`src/rtl/bkm_step_sequencer.sv`:
```
// bkm_step_sequencer: iteration sequencer for the BKM datapath.
// Latches an operation (mode, format, X_0, Y_0, iteration count) from the
// front-end. It presents the current iterate and index n to the combinational
// data-step slice, and captures the slice's next iterate on each enabled cycle.
// The final X/Y is returned through a valid/ready handshake.
//
// Optional feature macro: BKM_SEQ_ABORT_EN
//   defined   -> adds input 'abort'. In RUN or DONE it drops the operation and
//                returns to IDLE.
//   undefined -> no abort port; every operation runs to handshake completion.
//
// Result handshake: res_X/res_Y are valid while out_valid=1, and they stay
// stable until the transfer. A transfer happens on a rising clk edge where
// out_valid && out_ready. out_valid never depends combinationally on
// out_ready, and enable has no effect on the handshake.
// Start handshake: an operation is accepted on a rising edge where
// start && start_ready. start is not queued while start_ready=0.
module bkm_step_sequencer #(
  parameter int W     = 64,
  parameter int LOG2N = 6
) (
  input  logic             clk,
  input  logic             srst,
`ifdef BKM_SEQ_ABORT_EN
  input  logic             abort,
`endif
  input  logic             enable,
  input  logic             start,
  output logic             start_ready,
  input  logic             mode,
  input  logic [1:0]       format,
  input  logic [LOG2N-1:0] n_iter,
  input  logic [W-1:0]     X_0,
  input  logic [W-1:0]     Y_0,
  output logic             step_mode,
  output logic [1:0]       step_format,
  output logic [LOG2N-1:0] step_n,
  output logic [W-1:0]     step_X_n,
  output logic [W-1:0]     step_Y_n,
  input  logic [W-1:0]     step_X_np1,
  input  logic [W-1:0]     step_Y_np1,
  output logic             busy,
  output logic             out_valid,
  input  logic             out_ready,
  output logic [W-1:0]     res_X,
  output logic [W-1:0]     res_Y,
  output logic [1:0]       dbg_state
);

  typedef enum logic [1:0] {
    S_IDLE = 2'd0,
    S_RUN  = 2'd1,
    S_DONE = 2'd2
  } state_t;

  state_t           state_q;
  state_t           state_d;
  logic [LOG2N-1:0] n_iter_q;
  logic             last_step;
  logic             abort_w;

`ifdef BKM_SEQ_ABORT_EN
  assign abort_w = abort;
`else
  assign abort_w = 1'b0;
`endif

  // The current step is the final one when n reaches the latched count minus one.
  assign last_step = (step_n == (n_iter_q - LOG2N'(1)));

  // State register; srst dominates every other request.
  always_ff @(posedge clk) begin
    if (srst) state_q <= S_IDLE;
    else      state_q <= state_d;
  end

  // Next-state logic: accept in IDLE, count in RUN, hand off in DONE.
  always_comb begin
    state_d = state_q;
    case (state_q)
      S_IDLE: if (start) state_d = (n_iter != '0) ? S_RUN : S_DONE;
      S_RUN: begin
        if (abort_w)                 state_d = S_IDLE;
        else if (enable && last_step) state_d = S_DONE;
      end
      S_DONE: if (abort_w || out_ready) state_d = S_IDLE;
      default: state_d = S_IDLE;
    endcase
  end

  // Status outputs decoded from the current state only.
  always_comb begin
    start_ready = (state_q == S_IDLE);
    busy        = (state_q == S_RUN) || (state_q == S_DONE);
    out_valid   = (state_q == S_DONE);
    dbg_state   = state_q;
  end

  // Operand, index and iterate registers. They are loaded at accept and
  // advanced on enabled RUN cycles. They hold otherwise, including across
  // abort and after the result handshake.
  always_ff @(posedge clk) begin
    if (srst) begin
      step_mode   <= 1'b0;
      step_format <= 2'b00;
      step_n      <= '0;
      step_X_n    <= '0;
      step_Y_n    <= '0;
      n_iter_q    <= '0;
    end else begin
      case (state_q)
        S_IDLE: begin
          if (start) begin
            step_mode   <= mode;
            step_format <= format;
            n_iter_q    <= n_iter;
            step_X_n    <= X_0;
            step_Y_n    <= Y_0;
            step_n      <= '0;
          end
        end
        S_RUN: begin
          if (enable && !abort_w) begin
            step_X_n <= step_X_np1;
            step_Y_n <= step_Y_np1;
            if (!last_step) step_n <= step_n + LOG2N'(1);
          end
        end
        default: ;
      endcase
    end
  end

  // The result is read straight from the iterate registers, which are frozen in DONE.
  assign res_X = step_X_n;
  assign res_Y = step_Y_n;

endmodule

```
`config.mk`:
```
export PLATFORM = sky130hd
export DESIGN_NAME = bkm_step_sequencer
export DESIGN_NICKNAME = d
export VERILOG_FILES = /design/src/rtl/bkm_step_sequencer.sv
export SDC_FILE = /design/constraint.sdc
export NUM_CORES = 1
export LEC_CHECK = 0
export ABC_AREA = 1
export CORE_AREA = 8 8 204 206
export DETAILED_ROUTE_END_ITERATION = 10
export DIE_AREA = 0 0 212 214
export GPL_TIMING_DRIVEN = 1
export PLACE_DENSITY = 0.58
export SYNTH_ARGS = -nofsm -noshare
export SYNTH_HDL_FRONTEND = slang
export SYNTH_SLANG_ARGS = --single-unit
```
`constraint.sdc`:
```
create_clock -name clk -period 2.4 [get_ports clk]
set_input_delay 0.48 -clock clk [delete_from_list [all_inputs] [get_ports clk]]
set_output_delay 0.48 -clock clk [all_outputs]
set_load 0.02 [all_outputs]
```
# [After elaboration in Yosys (flattened, before gate mapping)]
# Cells that the tools add are included.
# W data, S select, Z words.
[totals] reg_bits=145 input_bits=270 output_inout_bits=270 elab_cells=41
[op_classes] add_sub_neg=2 n_eq_ne=8 muxes=15 n_reduce_logical=9
[op_table] cell="$mux W64" count=4
[op_table] cell="$pmux W64 S2" count=2
[op_table] cell="$mux W6" count=3
[op_table] cell="$pmux W6 S2" count=1
[op_table] cell="$mux W2" count=4
[op_table] cell="$ne A2 B2 Y1 const B" count=4
[op_table] cell="$add A6 B1 Y6 const B" count=1
[op_table] cell="$eq A6 B6 Y1" count=1
[op_table] cell="$pmux W2 S3" count=1
[op_table] cell="$reduce_and A3 Y1" count=2
[op_table] cell="$reduce_bool A6 Y1" count=1
[op_table] cell="$sub A6 B1 Y6 const B" count=1
[op_table] cell="$reduce_and A4 Y1" count=1
[op_table] cell="$eq A2 B1 Y1 const B" count=1
[op_table] cell="$eq A2 B2 Y1 const B" count=1
[op_table] cell="$logic_not A2 Y1" count=1
[op_table] cell="$ne A2 B1 Y1 const B" count=1
[op_table] cell="$reduce_and A2 Y1" count=1
[op_table] cell="$reduce_bool A2 Y1" count=1
[op_table] cell="$logic_and A1 B1 Y1" count=1
[op_table] cell="$logic_or A1 B1 Y1" count=1

# [Longest topological paths before layout]
[depth] depth_word=5 mapped_depth=14 mapped_depth_nobuf=14

# [Worst setup path after synthesis]
# No wires, ideal clock.
[synth_path] kind="reg-to-reg" from="register state_q[0], in the netlist dbg_state[0]" to="register step_Y_n[49], in the netlist res_Y[49]" setup_ps=122 arrival_time_ps=1803 t_required_ps=2278 path_slack_ps=476 stages_incl_launch_ff=11 period_less_slack_ps=1924 path_cell_list="dfxtp_1 -> inv_1 -> ha_1 -> inv_1 -> or2_2 -> o211ai_2 -> inv_2 -> buf_4 -> clkbuf_2 -> o21ai_0 -> a31oi_1"
[synth_via] elab_chain_cells=3 elab_cells_between_ends=7
[synth_rtl] element="start, declared" line="56" rtl="state_t state_q;"
[synth_rtl] element="start signal, assigned" line="74" rtl="else state_q <= state_d;"
[synth_rtl] element="$logic_not A2 Y1 *"
[synth_rtl] element="net start_ready" line="29" rtl="output logic start_ready,"
[synth_rtl] element="$ne A2 B2 Y1 (no source line) or $reduce_bool A2 Y1 (tied branches)"
[synth_rtl] element="$reduce_and A3 Y1 (no source line)"
[synth_rtl] element="end signal, assigned" line="125" rtl="step_Y_n <= step_Y_np1;"
[synth_rtl] element="end, declared" line="39" rtl="output logic [W-1:0] step_Y_n,"
# The timed path passes the listed nets; every way through them passes the cells marked *.
# A chain may end at the register's enable or synchronous reset.

# [Worst setup path in the final report]
[layout_path] from="register state_q[0], in the netlist dbg_state[0]" to="output port out_valid"
[layout_via] elab_chain_cells=1
[layout_rtl] element="$eq A2 B2 Y1" line="95" rtl="out_valid = (state_q == S_DONE);"
[layout_rtl] element="end, declared" line="43" rtl="output logic out_valid,"
# Every way passes these cells.

==> impl_results.html <==
<table>
<tr><th>Metric</th><th>Value</th></tr>
<tr><th colspan="2">Floorplanning</th></tr>
<tr><td>I/O pin cnt</td><td>540</td></tr>
<tr><td>Std cell rows</td><td>72</td></tr>
<tr><td>Die height</td><td>214 um</td></tr>
<tr><td>Area enclosed by the die boundary</td><td>45400 um^2</td></tr>
<tr><td>Die span in x</td><td>212 um</td></tr>
<tr><td>Initial cell density of the core</td><td>19.2%</td></tr>
<tr><td>Area of the placeable core</td><td>38300 um^2</td></tr>
<tr><th colspan="2">Layout</th></tr>
<tr><td>Most common cell after layout, fill and taps aside</td><td>sky130_fd_sc_hd__clkdlybuf4s50_1</td></tr>
<tr><td>Commonest cells after routing, fill and taps aside</td><td>sky130_fd_sc_hd__clkdlybuf4s50_1, sky130_fd_sc_hd__nand2_1, sky130_fd_sc_hd__dfxtp_1</td></tr>
<tr><td>Share of layout cells above drive strength 1</td><td>4.11%</td></tr>
<tr><td>Final Non-Filler Cells</td><td>1908</td></tr>
<tr><td>Nets@finish</td><td>1651</td></tr>
<tr><td>Final Core Density</td><td>33.9%</td></tr>
<tr><td>Area of combinational cells with multiple inputs</td><td>3030 um^2</td></tr>
<tr><td>FF/Latch Area</td><td>2900 um^2</td></tr>
<tr><td>Fillers</td><td>3978</td></tr>
<tr><td>Design Area, Final</td><td>13000 um^2</td></tr>
<tr><td>Area growth syn-to-layout</td><td>77.0%</td></tr>
<tr><th colspan="2">Yosys</th></tr>
<tr><td>Yosys cell types</td><td>26</td></tr>
<tr><td>Synthesized instance count</td><td>1003</td></tr>
<tr><td>Part of the Yosys area used for sequential elements</td><td>39.5%</td></tr>
<tr><td>Yosys warning total</td><td>0</td></tr>
<tr><td>Register bit total from synthesis</td><td>145</td></tr>
<tr><td>Post-synth design cell area</td><td>7340 um^2</td></tr>
<tr><td>Mean post-synth cell area</td><td>7.32 um^2</td></tr>
<tr><td>Synthesized net count</td><td>1278</td></tr>
<tr><th colspan="2">Clock network</th></tr>
<tr><td>Number of gates resized after CTS</td><td>3</td></tr>
<tr><td>Count of hold-fix buffers inserted at cts</td><td>0</td></tr>
<tr><td>Clk sink count</td><td>145</td></tr>
<tr><td>H-tree depth reported by CTS</td><td>4</td></tr>
<tr><td>CTS tree</td><td>built</td></tr>
<tr><td>Post-CTS setup buffers</td><td>0</td></tr>
<tr><td>Clock-pin slew on the worst setup and hold paths</td><td>0.06 ns</td></tr>
<tr><td>Worst-Skew Late Latency</td><td>0.44 ns</td></tr>
<tr><td>TritonCTS Buffers</td><td>17</td></tr>
<tr><td>Worst-case clock buffer depth</td><td>2</td></tr>
<tr><td>Root Buffer Master</td><td>sky130_fd_sc_hd__clkbuf_16</td></tr>
<tr><th colspan="2">Run</th></tr>
<tr><td>Number of max-cap violations</td><td>0</td></tr>
<tr><th colspan="2">GRT</th></tr>
<tr><td>Initial antenna violation count</td><td>3</td></tr>
<tr><td>All-Layer GR Usage</td><td>15.3%</td></tr>
<tr><td>Overflow left after global routing</td><td>0</td></tr>
<tr><td>First-pass GRT wire length</td><td>53300 um</td></tr>
<tr><td>Maximum number of pins on one net before global-route repair</td><td>133</td></tr>
<tr><td>Number of global-route vias before repair</td><td>8352</td></tr>
<tr><th colspan="2">Worst setup path</th></tr>
<tr><td>Crit-path max FO</td><td>4</td></tr>
<tr><td>Critical path capture point type</td><td>output port</td></tr>
<tr><td>Data arrival time at the worst-slack endpoint</td><td>1.78 ns</td></tr>
<tr><td>Cell depth of the worst flop-to-flop path</td><td>9</td></tr>
<tr><td>Req. time, crit path</td><td>1.92 ns</td></tr>
<tr><td>Classification of the worst setup path</td><td>reg2out</td></tr>
<tr><td>Startpoint type of the worst setup path</td><td>flop</td></tr>
<tr><th colspan="2">Pwr</th></tr>
<tr><td>Cell leakage power</td><td>4.90 nW</td></tr>
<tr><td>Worst vdd rail ir drop</td><td>708 uV</td></tr>
<tr><td>Ratio of total power to cell area</td><td>1500 nW/um^2</td></tr>
<tr><td>Tot Pwr</td><td>19.5 mW</td></tr>
<tr><th colspan="2">Timing</th></tr>
<tr><td>Fin worst setup slack</td><td>0.141 ns</td></tr>
<tr><td>Unrepaired setup endpoints after global routing</td><td>no</td></tr>
<tr><td>Setup violators final</td><td>0</td></tr>
<tr><td>Transition time at the pin with the least slew margin</td><td>0.785 ns</td></tr>
<tr><td>Worst Hold Slack</td><td>0.488 ns</td></tr>
<tr><td>Skew final</td><td>0.00521 ns</td></tr>
<tr><td>Count of final max-slew check failures</td><td>0</td></tr>
<tr><td>Fin crit period</td><td>2.26 ns</td></tr>
<tr><td>Aggregate negative setup slack</td><td>0 ns</td></tr>
<tr><td>Fmax</td><td>443 MHz</td></tr>
<tr><td>Tcrit/Tclk final</td><td>94.1%</td></tr>
<tr><td>Worst slew slack as a fraction of its limit</td><td>47.7%</td></tr>
<tr><td>Hold violation count in the final report</td><td>0</td></tr>
<tr><th colspan="2">Placement</th></tr>
<tr><td>Count of input and output buffers</td><td>539</td></tr>
<tr><td>Last weighted congestion value of the routability-driven placer</td><td>0.837</td></tr>
<tr><td>Post-DP Area</td><td>12300 um^2</td></tr>
<tr><td>Setup slack at placement</td><td>0.164 ns</td></tr>
<tr><td>Detailed placement HPWL</td><td>28100 um</td></tr>
<tr><td>Placed Instances</td><td>1875</td></tr>
<tr><th colspan="2">Run status</th></tr>
<tr><td>Outcome</td><td>complete, no violations</td></tr>
<tr><th colspan="2">Min path</th></tr>
<tr><td>Worst min path class</td><td>reg2reg</td></tr>
<tr><td>Number of cells on the worst hold path</td><td>2</td></tr>
<tr><th colspan="2">Detailed routing</th></tr>
<tr><td>Post-detailed-route count of antenna-violating nets</td><td>0</td></tr>
<tr><td>Routed Wire Length</td><td>36400 um</td></tr>
<tr><td>DR vias/cell</td><td>4.28</td></tr>
<tr><td>Number of design-rule violations left by the first detailed-router iteration</td><td>499</td></tr>
<tr><td>Count of unresolved DRC violations after routing</td><td>0</td></tr>
<tr><td>Vias post-DR</td><td>8174</td></tr>
<tr><td>Detailed-route wire length per cell</td><td>19.1 um</td></tr>
<tr><td>Number of iterations in the first detailed-routing pass</td><td>5</td></tr>
</table>
[power breakdown]
group	total, mW	switching [mW]	leakage (nW)	internal (mW)
Sequential	4.61	1.07	1.20	3.54
Combinational	11.6	6.58	3.36	5.06
Clock	3.24	1.13	0.344	2.12
[worst paths after layout]
kind | from | to | slack, ns
min | step_mode | step_mode | 0.49
min reg2reg | step_mode | step_mode | 0.49
max reg2reg | dbg_state[1] | res_X[45] | 0.36
max | dbg_state[0] | out_valid | 0.14
[cells by family after synthesis]
family	synth area share (%)
AOI/OAI and AO/OA	21.7
and+or+nand+nor	17.9
adders and majority gates	0.852
buffers and inverters	19.4
xor gates and xnor gates	0.597
DFF	39.5
[cell type report]
type / count / area share, %
well taps: 518 / 4.99
inverters: 22 / 0.703
multi-input cells: 634 / 23.3
flip-flops and latches: 145 / 22.3
diodes: 2 / 0.0385
clock buffers: 19 / 3.49
clock inverters: 12 / 1.96
repair buffers: 556 / 43.2
[critical path, cell delays in order (launching register included)]
cell and delay (ns):
sky130_fd_sc_hd__dfxtp_1 0.44, sky130_fd_sc_hd__inv_1 0.10, sky130_fd_sc_hd__ha_1 0.23, sky130_fd_sc_hd__clkdlybuf4s50_1 0.58
[synthesized netlist by cell type]
library cell | count | area [um^2]
sky130_fd_sc_hd__nand2_1 | 299 | 1120
sky130_fd_sc_hd__nor4_1 | 1 | 6.26
sky130_fd_sc_hd__a21oi_1 | 16 | 80.1
sky130_fd_sc_hd__nand3b_1 | 2 | 15.0
sky130_fd_sc_hd__o21bai_1 | 1 | 7.51
sky130_fd_sc_hd__inv_1 | 20 | 75.1
sky130_fd_sc_hd__nand3_1 | 12 | 60.1
sky130_fd_sc_hd__or2_2 | 3 | 18.8
sky130_fd_sc_hd__nor3_1 | 1 | 5.00
sky130_fd_sc_hd__xnor2_1 | 2 | 17.5
sky130_fd_sc_hd__nand4_1 | 1 | 6.26
sky130_fd_sc_hd__buf_6 | 11 | 124
sky130_fd_sc_hd__o21ai_1 | 18 | 90.1
sky130_fd_sc_hd__xor2_1 | 3 | 26.3
sky130_fd_sc_hd__o21ai_0 | 120 | 601
sky130_fd_sc_hd__clkbuf_1 | 51 | 191
sky130_fd_sc_hd__nor2_1 | 20 | 75.1
sky130_fd_sc_hd__dfxtp_1 | 145 | 2900
sky130_fd_sc_hd__inv_2 | 2 | 7.51
sky130_fd_sc_hd__buf_4 | 130 | 976
sky130_fd_sc_hd__buf_2 | 6 | 30.0
sky130_fd_sc_hd__ha_1 | 5 | 62.6
sky130_fd_sc_hd__or2_1 | 1 | 6.26
sky130_fd_sc_hd__a31oi_1 | 128 | 801
sky130_fd_sc_hd__o211ai_2 | 1 | 12.5
sky130_fd_sc_hd__clkbuf_2 | 4 | 20.0
[sequential cells by signal, indices dropped and copies added (netlist names)]
name         flops
step_n           6
n_iter_q         6
step_format      2
dbg_state        2
step_mode        1
res_X           64
res_Y           64
[routing by layer]
| metal | up-vias | wire length [um] | GRT usage [%] |
|---|---|---|---|
| met3 | 33 | 3670 | 6.02 |
| met2 | 406 | 17900 | 26.8 |
| met5 | - | 0 | 0 |
| met1 | 3736 | 14100 | 16.8 |
| li1 | 3999 | - | - |
| met4 | 0 | 743 | 4.73 |
(Power assumes the default switching activity.)
